<file path="config.mk">
export PLATFORM = sky130hd
export DESIGN_NAME = left_shift_seq
export DESIGN_NICKNAME = d
export VERILOG_FILES = /design/src/rtl/left_shift_seq.sv
export SDC_FILE = /design/constraint.sdc
export NUM_CORES = 1
export LEC_CHECK = 0
export ABC_AREA = 1
export BUFFER_PORTS_ARGS = -buffer_cell sky130_fd_sc_hd__buf_2
export CORE_MARGIN = 10
export CORE_UTILIZATION = 30
export CTS_CLUSTER_DIAMETER = 40
export DETAILED_ROUTE_END_ITERATION = 10
export GPL_ROUTABILITY_DRIVEN = 0
export GPL_TIMING_DRIVEN = 0
export PLACE_DENSITY = 0.44
export SYNTH_ARGS = -nofsm -noshare
export SYNTH_HDL_FRONTEND = slang
export SYNTH_SLANG_ARGS = --single-unit
</file>
<file path="constraint.sdc">
create_clock -name clk -period 5.3 [get_ports clk]
set_clock_uncertainty 0.1 [all_clocks]
set_input_delay 0.795 -clock clk [delete_from_list [all_inputs] [get_ports clk]]
set_output_delay 0.795 -clock clk [all_outputs]
set_load 0.01 [all_outputs]
</file>
<file path="src/rtl/left_shift_seq.sv">
// Iterative left shifter/rotator: one power-of-two stage per clock, MSB stage first,
// with valid/ready handshakes on the operand and result sides.
module left_shift_seq #(
  parameter int unsigned WIDTH   = 32,
  parameter int unsigned SHAMT_W = 5
) (
  input  logic               clk,
  input  logic               n_rst,
  input  logic               in_valid,
  output logic               in_ready,
  input  logic [WIDTH-1:0]   in_data,
  input  logic [SHAMT_W-1:0] shamt,
  input  logic               rot,
  input  logic               fill,
  output logic               out_valid,
  input  logic               out_ready,
  output logic [WIDTH-1:0]   out_data
);

  localparam int unsigned CntW = (SHAMT_W > 1) ? $clog2(SHAMT_W) : 1;
  localparam logic [CntW-1:0] CntMax = CntW'(SHAMT_W - 1);
  localparam logic [SHAMT_W:0] WidthL = (SHAMT_W + 1)'(WIDTH);

  typedef enum logic [1:0] {StIdle, StShift, StDone} state_e;

  state_e             state_q, state_d;
  logic [WIDTH-1:0]   data_q, data_d;
  logic [WIDTH-1:0]   res_q, res_d;
  logic [SHAMT_W-1:0] shamt_q, shamt_d;
  logic               rot_q, rot_d;
  logic               fill_q, fill_d;
  logic [CntW-1:0]    cnt_q, cnt_d;

  logic [SHAMT_W:0]   stage_amt;
  logic [SHAMT_W:0]   wrap_amt;
  logic [WIDTH-1:0]   low_bits;
  logic [WIDTH-1:0]   stage_data;

  // Stage k moves by 2**k; low_bits supplies the vacated LSBs (wrapped MSBs or fill).
  always_comb begin
    stage_amt = (SHAMT_W + 1)'(1) << cnt_q;
    wrap_amt  = WidthL - stage_amt;
    if (rot_q) begin
      low_bits = data_q >> wrap_amt;
    end else if (fill_q) begin
      low_bits = ~({WIDTH{1'b1}} << stage_amt);
    end else begin
      low_bits = '0;
    end
    stage_data = shamt_q[cnt_q] ? ((data_q << stage_amt) | low_bits) : data_q;
  end

  always_comb begin
    state_d = state_q;
    data_d  = data_q;
    res_d   = res_q;
    shamt_d = shamt_q;
    rot_d   = rot_q;
    fill_d  = fill_q;
    cnt_d   = cnt_q;
    unique case (state_q)
      StIdle: begin
        if (in_valid) begin
          data_d  = in_data;
          shamt_d = shamt;
          rot_d   = rot;
          fill_d  = fill;
          cnt_d   = CntMax;
          state_d = StShift;
        end
      end
      StShift: begin
        data_d = stage_data;
        if (cnt_q == '0) begin
          res_d   = stage_data;
          state_d = StDone;
        end else begin
          cnt_d = cnt_q - 1'b1;
        end
      end
      StDone: begin
        if (out_ready) begin
          state_d = StIdle;
        end
      end
      default: state_d = StIdle;
    endcase
  end

  always_ff @(posedge clk) begin
    if (!n_rst) begin
      state_q <= StIdle;
      data_q  <= '0;
      res_q   <= '0;
      shamt_q <= '0;
      rot_q   <= 1'b0;
      fill_q  <= 1'b0;
      cnt_q   <= CntMax;
    end else begin
      state_q <= state_d;
      data_q  <= data_d;
      res_q   <= res_d;
      shamt_q <= shamt_d;
      rot_q   <= rot_d;
      fill_q  <= fill_d;
      cnt_q   <= cnt_d;
    end
  end

  // Result lives in its own register so out_data holds between operations.
  assign in_ready  = (state_q == StIdle);
  assign out_valid = (state_q == StDone);
  assign out_data  = res_q;

endmodule
</file>
# Yosys cells after proc, flatten, opt, wreduce, memory -nomap -nowiden
# Cells that the tools add are included.
# word_totals
register_bits	76
inputBits	43
out_inout_bits	34
wordCells	44
# op_classes
n_reduce_logical	8
add_sub_neg	2
bitwise	2
magnitude_cmp	1
eq_ne	6
mux	14
shift	4
# ops
cell	count
32-bit 2-to-1 mux	4
32-bit one-hot mux with 2 select lines	1
32-bit NOT	1
32-bit bitwise OR	1
32-bit by 6-bit left shift with 32-bit output	1
32-bit by 6-bit left shift with 32-bit output, first input constant	1
32-bit by 6-bit >> shifter with 32-bit output	1
2-bit 2-to-1 mux	3
3-bit 2-to-1 mux	2
2-bit != test, second input constant	3
2-bit one-hot mux with 3 select lines	1
3-bit one-hot mux with 2 select lines	1
2-bit AND reduction	3
3-bit AND reduction	2
1-bit by 3-bit left shift with 6-bit output, first input constant	1
6-bit subtractor, first input constant	1
3-bit by 4-bit < comparator with 1-bit output, second input constant	1
1-bit binary-select mux with 3-bit select	1
3-bit logical NOT	1
3-bit by 1-bit subtractor with 3-bit output, second input constant	1
2-bit by 1-bit equality test with 1-bit output, second input constant	1
2-bit equality test, second input constant	1
2-bit logical NOT	1
2-bit by 1-bit != test with 1-bit output, second input constant	1
2 further kinds	2

# Logic depth before layout (Yosys ltp)
# Gate-level depths: netlist of run 1.
# logic_depth
depth_word	8
ltp_mapped	18
mapped_depth_nobuf	17

# Least setup slack after synthesis of run 1
# OpenSTA, ideal clock, no wires.
# synth_path
path_kind	reg-to-reg
startpoint	reg cnt_q[0]
endpoint	reg data_q[11]
t_arrival_ns	2.676
path_slack_ns	2.453
setup_time_ns	0.070
stages_incl_launch_ff	17
path_cell_list	dfxtp_1 -> inv_1 -> ha_1 -> inv_1 -> nor2_1 -> clkbuf_1 -> ha_1 -> inv_1 -> clkbuf_1 -> nand3_1 -> o21ai_0 -> nand2_1 -> nand2_1 -> nand2_1 -> o21ai_1 -> nand3_1 -> a21oi_1
# synth_between
elab_chain_len	8
# synth_lines
element	line_no	text
from (decl)	32	logic [CntW-1:0] cnt_q, cnt_d;
from (signal assigned)	98	cnt_q <= CntMax;
from (signal assigned)	106	cnt_q <= cnt_d;
branches (longest 6 deep; another with 6-bit subtractor)	-	
32-bit 2-to-1 mux *	50	stage_data = shamt_q[cnt_q] ? ((data_q << stage_amt) | low_bits) : data_q;
32-bit one-hot mux with 2 select lines *	61	unique case (state_q)
to (signal assigned)	101	data_q <= data_d;
to (decl)	27	logic [WIDTH-1:0] data_q, data_d;
# Every way passes the cells marked *. The select of a mux whose other input is x is not followed.
# A chain may end at the register's enable or synchronous reset.

# Worst setup path after layout of run 1
# Same ends and word-level chain as after synthesis.

==> flow_metrics.py, run 1 <==
metrics = {
    "finish": {
        "final_nets": 1419,
        "final_util": 0.350,
        "layout.cells.non_filler": 1659,
        "register_area_um2": 1520,
        "mostFrequentLayoutCells": "439 x nand2_1, 240 x nand3_1, 113 x o21ai_0, 111 x inv_1",
        "final_common_cell": "nand2_1",
        "multi_input_area_um2": 4610,
        "drive_gt1_frac": 0.0932,
        "fillers": 2664,
        "synthToLayoutAreaGrowth_pct": 14.9,
    },
    "floorplan": {
        "fp.dieH_um": 172,
        "ios": 77,
        "die-area_um2": 29400,
        "core-area_um2": 22600,
        "std_cell_rows": 55,
        "initial_core_util": 0.304,
        "die_w_um": 172,
    },
    "clock_network": {
        "cts_sinks": 76,
        "h-tree-depth": 3,
        "root_buffer": "clkbuf_16",
        "postCtsSetupBuffers": 0,
        "cts_hold_buf": 0,
        "path_clk_slew_ns": 0.07,
        "cts_resized": 0,
        "clock_path_buffers": 2,
        "cts_tree": "built",
        "clkLatencyLatePin_ns": 0.35,
        "cts_buffers": 9,
    },
    "synthesis": {
        "ys_seq_area_frac": 0.221,
        "syn-cell-area_um2": 6890,
        "syn_avg_cell_area_um2": 5.37,
        "synth_edf_count": 0,
        "yosysWarnings": 0,
        "synth_nets": 1332,
        "ys_seq_elements": 76,
        "ys_types": 33,
        "synth_ff_type": "dfxtp_1",
        "synthArstFlopShare": 0,
        "postSynthCellCount": 1282,
    },
    "setup_path": {
        "reg2regPathDepth": 16,
        "cp-end-kind": "flip-flop",
        "crit_fanout": 10,
        "path_class": "flip-flop to flip-flop",
        "cp-start-kind": "flip-flop",
        "critPathArrivalTime_ns": 4.71,
        "cp.required_ns": 5.48,
    },
    "pwr": {
        "p_int_mw": 1.36,
        "leakage_nw": 3.87,
        "powerDensity_nw_per_um2": 337,
        "netSwitchingFraction": 0.492,
        "p_sw_mw": 1.31,
        "peakVddDrop_uv": 158,
        "clkPwrFrac": 0.237,
        "p_comb_frac": 0.523,
        "seqPwrFrac": 0.240,
    },
    "placed_design": {
        "dp_hpwl_um": 28400,
        "port-buffer-count": 76,
        "dp_cells": 1643,
        "dp_slack_ns": 0.953,
    },
    "sta": {
        "period_minus_slack_ns": 4.54,
        "rsz0062_at_grt": "false",
        "layout_setup_ws_ns": 0.764,
        "hold_violations": 0,
        "finalSetupViolCount": 0,
        "slew_viol_final": 0,
        "fin_crit_sh": 0.856,
        "worst_pin_slew_ns": 1.03,
        "max_freq_mhz": 220,
        "slew_headroom": 0.314,
        "setup_tns_ns": 0,
    },
    "route": {
        "wirelength_um": 34600,
        "drt_iter0_drc": 1083,
        "ant_nets": 0,
        "dr_total_vias": 9043,
        "wl_per_cell_um": 20.9,
        "drc_errors": 0,
        "viasPerCell": 5.45,
        "dr.pass1.iters": 5,
    },
    "grt": {
        "overflow": 0,
        "grt_pass1_vias": 8608,
        "grt_start_max_net_pins": 14,
        "antenna_found_initial": 0,
        "grt.total_usage": 0.235,
        "grt_pass1_wl_um": 52300,
    },
    "hold_path": {
        "hp-class": "flip-flop to flip-flop",
        "holdPathStages": 2,
    },
    "run_status": {
        "status": "complete, no violations",
    },
    "job": {
        "maxCapViolCount": 0,
    },
}
## synth_stat cells (8+ instances only)
library cell	number	area (um^2)
inv_1	111	417
a21oi_1	96	480
nand4_1	8	50.1
o211ai_1	16	120
nor2_1	58	218
nand2_1	439	1650
clkbuf_1	44	165
buf_1	8	30.0
nand3_1	240	1200
buf_2	20	100
dfxtp_1	76	1520
o21ai_0	113	566
## flip-flops by register name, indices dropped and copies added (netlist names)
signal / flops
fill_q: 1
shamt_q: 5
data_q: 32
cnt_q: 3
out_data: 32
rot_q: 1
state_q: 2
## cell families after synthesis
logic type	after synthesis	synth area share
simple gates	764	0.472
compound gates	242	0.185
buf+inv	193	0.109
fa+ha+maj	7	0.0127
flops	76	0.221
## cell type report
type,count,share of cell area
sequential,76,0.192
tap,285,0.0450
buffer,73,0.0382
multi-input combinational,1013,0.583
timing repair buffer,76,0.0480
antenna,1,0.000316
inverter,120,0.0569
clock buffer,9,0.0284
clock inverter,6,0.00822
## worst max-delay path, stage by stage (launching register included)
cell and delay [ns]:
dfxtp_1 0.37, inv_1 0.22, ha_1 0.27, inv_1 0.15
nor2_1 0.48, clkbuf_1 0.55, ha_1 0.41, inv_1 0.19
clkbuf_1 0.47, nand3_1 0.17, o21ai_0 0.18, nand2_1 0.11
nand2_1 0.08, nand2_1 0.05, o21ai_1 0.40, nand3_1 0.13
a21oi_1 0.14
## path summary, 6_finish.rpt
kind               from         end  slack [ns]
max            cnt_q[0]  data_q[11]        0.76
min          shamt_q[3]  shamt_q[3]        0.36
max reg2reg    cnt_q[0]  data_q[11]        0.76
min reg2reg  shamt_q[3]  shamt_q[3]        0.36
## power by group through the flow
stage / clock network (mW) / logic [mW] / registers (mW)
floorplan: 0 / 0.893 / 0.653
global placement: 0 / 1.37 / 0.654
detailed placement: 0 / 1.36 / 0.654
CTS: 0.644 / 1.36 / 0.641
global route: 0.672 / 1.53 / 0.647
finish: 0.632 / 1.40 / 0.642
## metal layers
| metal | track usage | vias to the layer above | part of all wire |
|---|---|---|---|
| li1 | - | 4405 | - |
| met1 | 0.316 | 4125 | 0.44 |
| met2 | 0.354 | 438 | 0.43 |
| met3 | 0.0406 | 75 | 0.081 |
| met4 | 0.116 | 0 | 0.050 |
| met5 | 0 | - | 0 |
## through the flow
stage	cell area (um^2)	hold slack (ns)	total power, mW
after floorplan	6890	0.329	1.55
after global placement	7630	0.345	2.02
after detailed placement	7630	0.349	2.01
after CTS	7920	0.359	2.65
after global routing	7920	0.392	2.85
final	7920	0.355	2.67
Power figures use the tool's default switching activity.
==> run 2, diff against run 1 <==
Settings changed: PLACE_DENSITY 0.44 to 0.43.
==> flow_metrics.py, run 2 (same netlist as run 1, synthesis figures left out) <==
metrics = {
    "pwr": {
        "powerDensity_nw_per_um2": 346,
        "p_sw_mw": 1.33,
        "p_comb_frac": 0.508,
        "power.total_mw": 2.75,
        "seqPwrFrac": 0.233,
        "peakVddDrop_uv": 314,
        "leakage_nw": 3.89,
        "p_int_mw": 1.43,
        "netSwitchingFraction": 0.482,
        "clkPwrFrac": 0.259,
    },
    "clock_network": {
        "h-tree-depth": 3,
        "clock_path_buffers": 2,
        "root_buffer": "clkbuf_16",
        "postCtsSetupBuffers": 0,
        "cts_sinks": 76,
        "clkLatencyLatePin_ns": 0.36,
        "cts_buffers": 9,
        "path_clk_slew_ns": 0.07,
        "cts_hold_buf": 0,
        "cts_tree": "built",
        "cts_resized": 0,
    },
    "grt": {
        "grt.total_usage": 0.235,
        "grt_pass1_wl_um": 52200,
        "grt_start_max_net_pins": 15,
        "grt_pass1_vias": 8456,
        "overflow": 0,
        "antenna_found_initial": 0,
    },
    "sta": {
        "slew_viol_final": 0,
        "max_freq_mhz": 222,
        "period_minus_slack_ns": 4.50,
        "finalSetupViolCount": 0,
        "hold_violations": 0,
        "slew_headroom": 0.257,
        "setup_tns_ns": 0,
        "rsz0062_at_grt": "false",
        "fin_crit_sh": 0.849,
        "fin_hold_ws_ns": 0.355,
        "layout_setup_ws_ns": 0.801,
        "worst_pin_slew_ns": 1.11,
    },
    "setup_path": {
        "path_buf_inv": 5,
        "path_class": "flip-flop to flip-flop",
        "critPathTopFamily": "buffers and inverters",
        "cp.required_ns": 5.48,
        "cp-start-kind": "flip-flop",
        "crit_fanout": 10,
        "crit_slowest_cell": "clkbuf_1",
        "slowest_delay_ns": 0.58,
        "cp-end-kind": "flip-flop",
        "crit_chain": "inv_1 > ha_1 > inv_1 > nor2_1 > clkbuf_1 > ha_1 > inv_1 > clkbuf_1 > nand3_1 > o21ai_0 > nand2_1 > nand2_1 > nand2_1 > o21ai_1 > nand3_1 > a21oi_1",
        "critPathArrivalTime_ns": 4.67,
    },
    "floorplan": {
        "die-area_um2": 29400,
        "ios": 77,
        "die_w_um": 172,
        "initial_core_util": 0.304,
        "fp.dieH_um": 172,
        "core-area_um2": 22600,
        "std_cell_rows": 55,
    },
    "finish": {
        "final_common_cell": "nand2_1",
        "drive_gt1_frac": 0.0939,
        "final_nets": 1419,
        "layout.cells.non_filler": 1659,
        "fillers": 2641,
        "mostFrequentLayoutCells": "439 x nand2_1, 240 x nand3_1, 113 x o21ai_0, 111 x inv_1",
        "antenna_cells": 0,
        "synthToLayoutAreaGrowth_pct": 15.6,
    },
    "job": {
        "maxCapViolCount": 0,
    },
    "hold_path": {
        "hp-class": "flip-flop to flip-flop",
    },
    "placed_design": {
        "dp_cells": 1643,
        "dp_hpwl_um": 28200,
        "dp_slack_ns": 0.942,
        "port-buffer-count": 76,
    },
    "route": {
        "viasPerCell": 5.52,
        "drt_iter0_drc": 1020,
        "ant_nets": 0,
        "dr_total_vias": 9159,
        "drc_errors": 0,
        "dr.pass1.iters": 5,
        "wl_per_cell_um": 21.0,
        "wirelength_um": 34900,
    },
    "run_status": {
        "status": "complete, no violations",
    },
}
==> run 2: path summary, 6_finish.rpt <==
path / startpoint / endpoint / slack [ns] / cells past startpoint
hold / removal: shamt_q[2] / shamt_q[2] / 0.35 / 2
setup reg to reg: cnt_q[0] / data_q[11] / 0.80 / 16
setup / recovery: cnt_q[0] / data_q[11] / 0.80 / 16
hold reg to reg: shamt_q[2] / shamt_q[2] / 0.35 / 2
==> run 2: area by class of cell <==
cell class / count / area (um^2) / area share
multi-input combinational: 1013 / 4610 / 0.580
sequential: 76 / 1520 / 0.191
inverter: 120 / 450 / 0.0566
timing repair buffer: 76 / 380 / 0.0478
tap: 285 / 357 / 0.0448
buffer: 73 / 303 / 0.0380
clock buffer: 10 / 239 / 0.0300
clock inverter: 6 / 96.3 / 0.0121
==> run 2: worst reg2reg max path: cells and delay by family, from the launching register on <==
kind | cells | cell delay [ns]
adder cells (fa/ha/maj) | 2 | 0.69
AO/OA/AOI/OAI | 3 | 0.68
AND/OR/NAND/NOR | 6 | 0.99
flip-flops | 1 | 0.37
buffers and inverters | 5 | 1.61
==> run 2: per-layer routing <==
layer  track usage  vias to the layer above  part of all wire
li1              -                     4409                 -
met1         0.318                     4179              0.44
met2         0.354                      503              0.43
met3        0.0383                       68             0.081
met4         0.111                        0             0.051
met5             0                        -                 0
==> run 2: through the flow <==
stage	util	instance area, um^2
final	0.352	7960
after CTS	0.352	7960
after floorplan	-	6890
after global routing	0.352	7960
after global placement	0.337	7630
after detailed placement	0.337	7630
==> run 2: power groups by stage <==
stage	Clock [mW]	Sequential (mW)	Combinational [mW]
2_1_floorplan	0	0.653	0.893
3_3_place_gp	0	0.653	1.37
3_5_place_dp	0	0.654	1.36
4_1_cts	0.724	0.641	1.36
5_1_grt	0.745	0.647	1.54
6_report	0.712	0.641	1.40
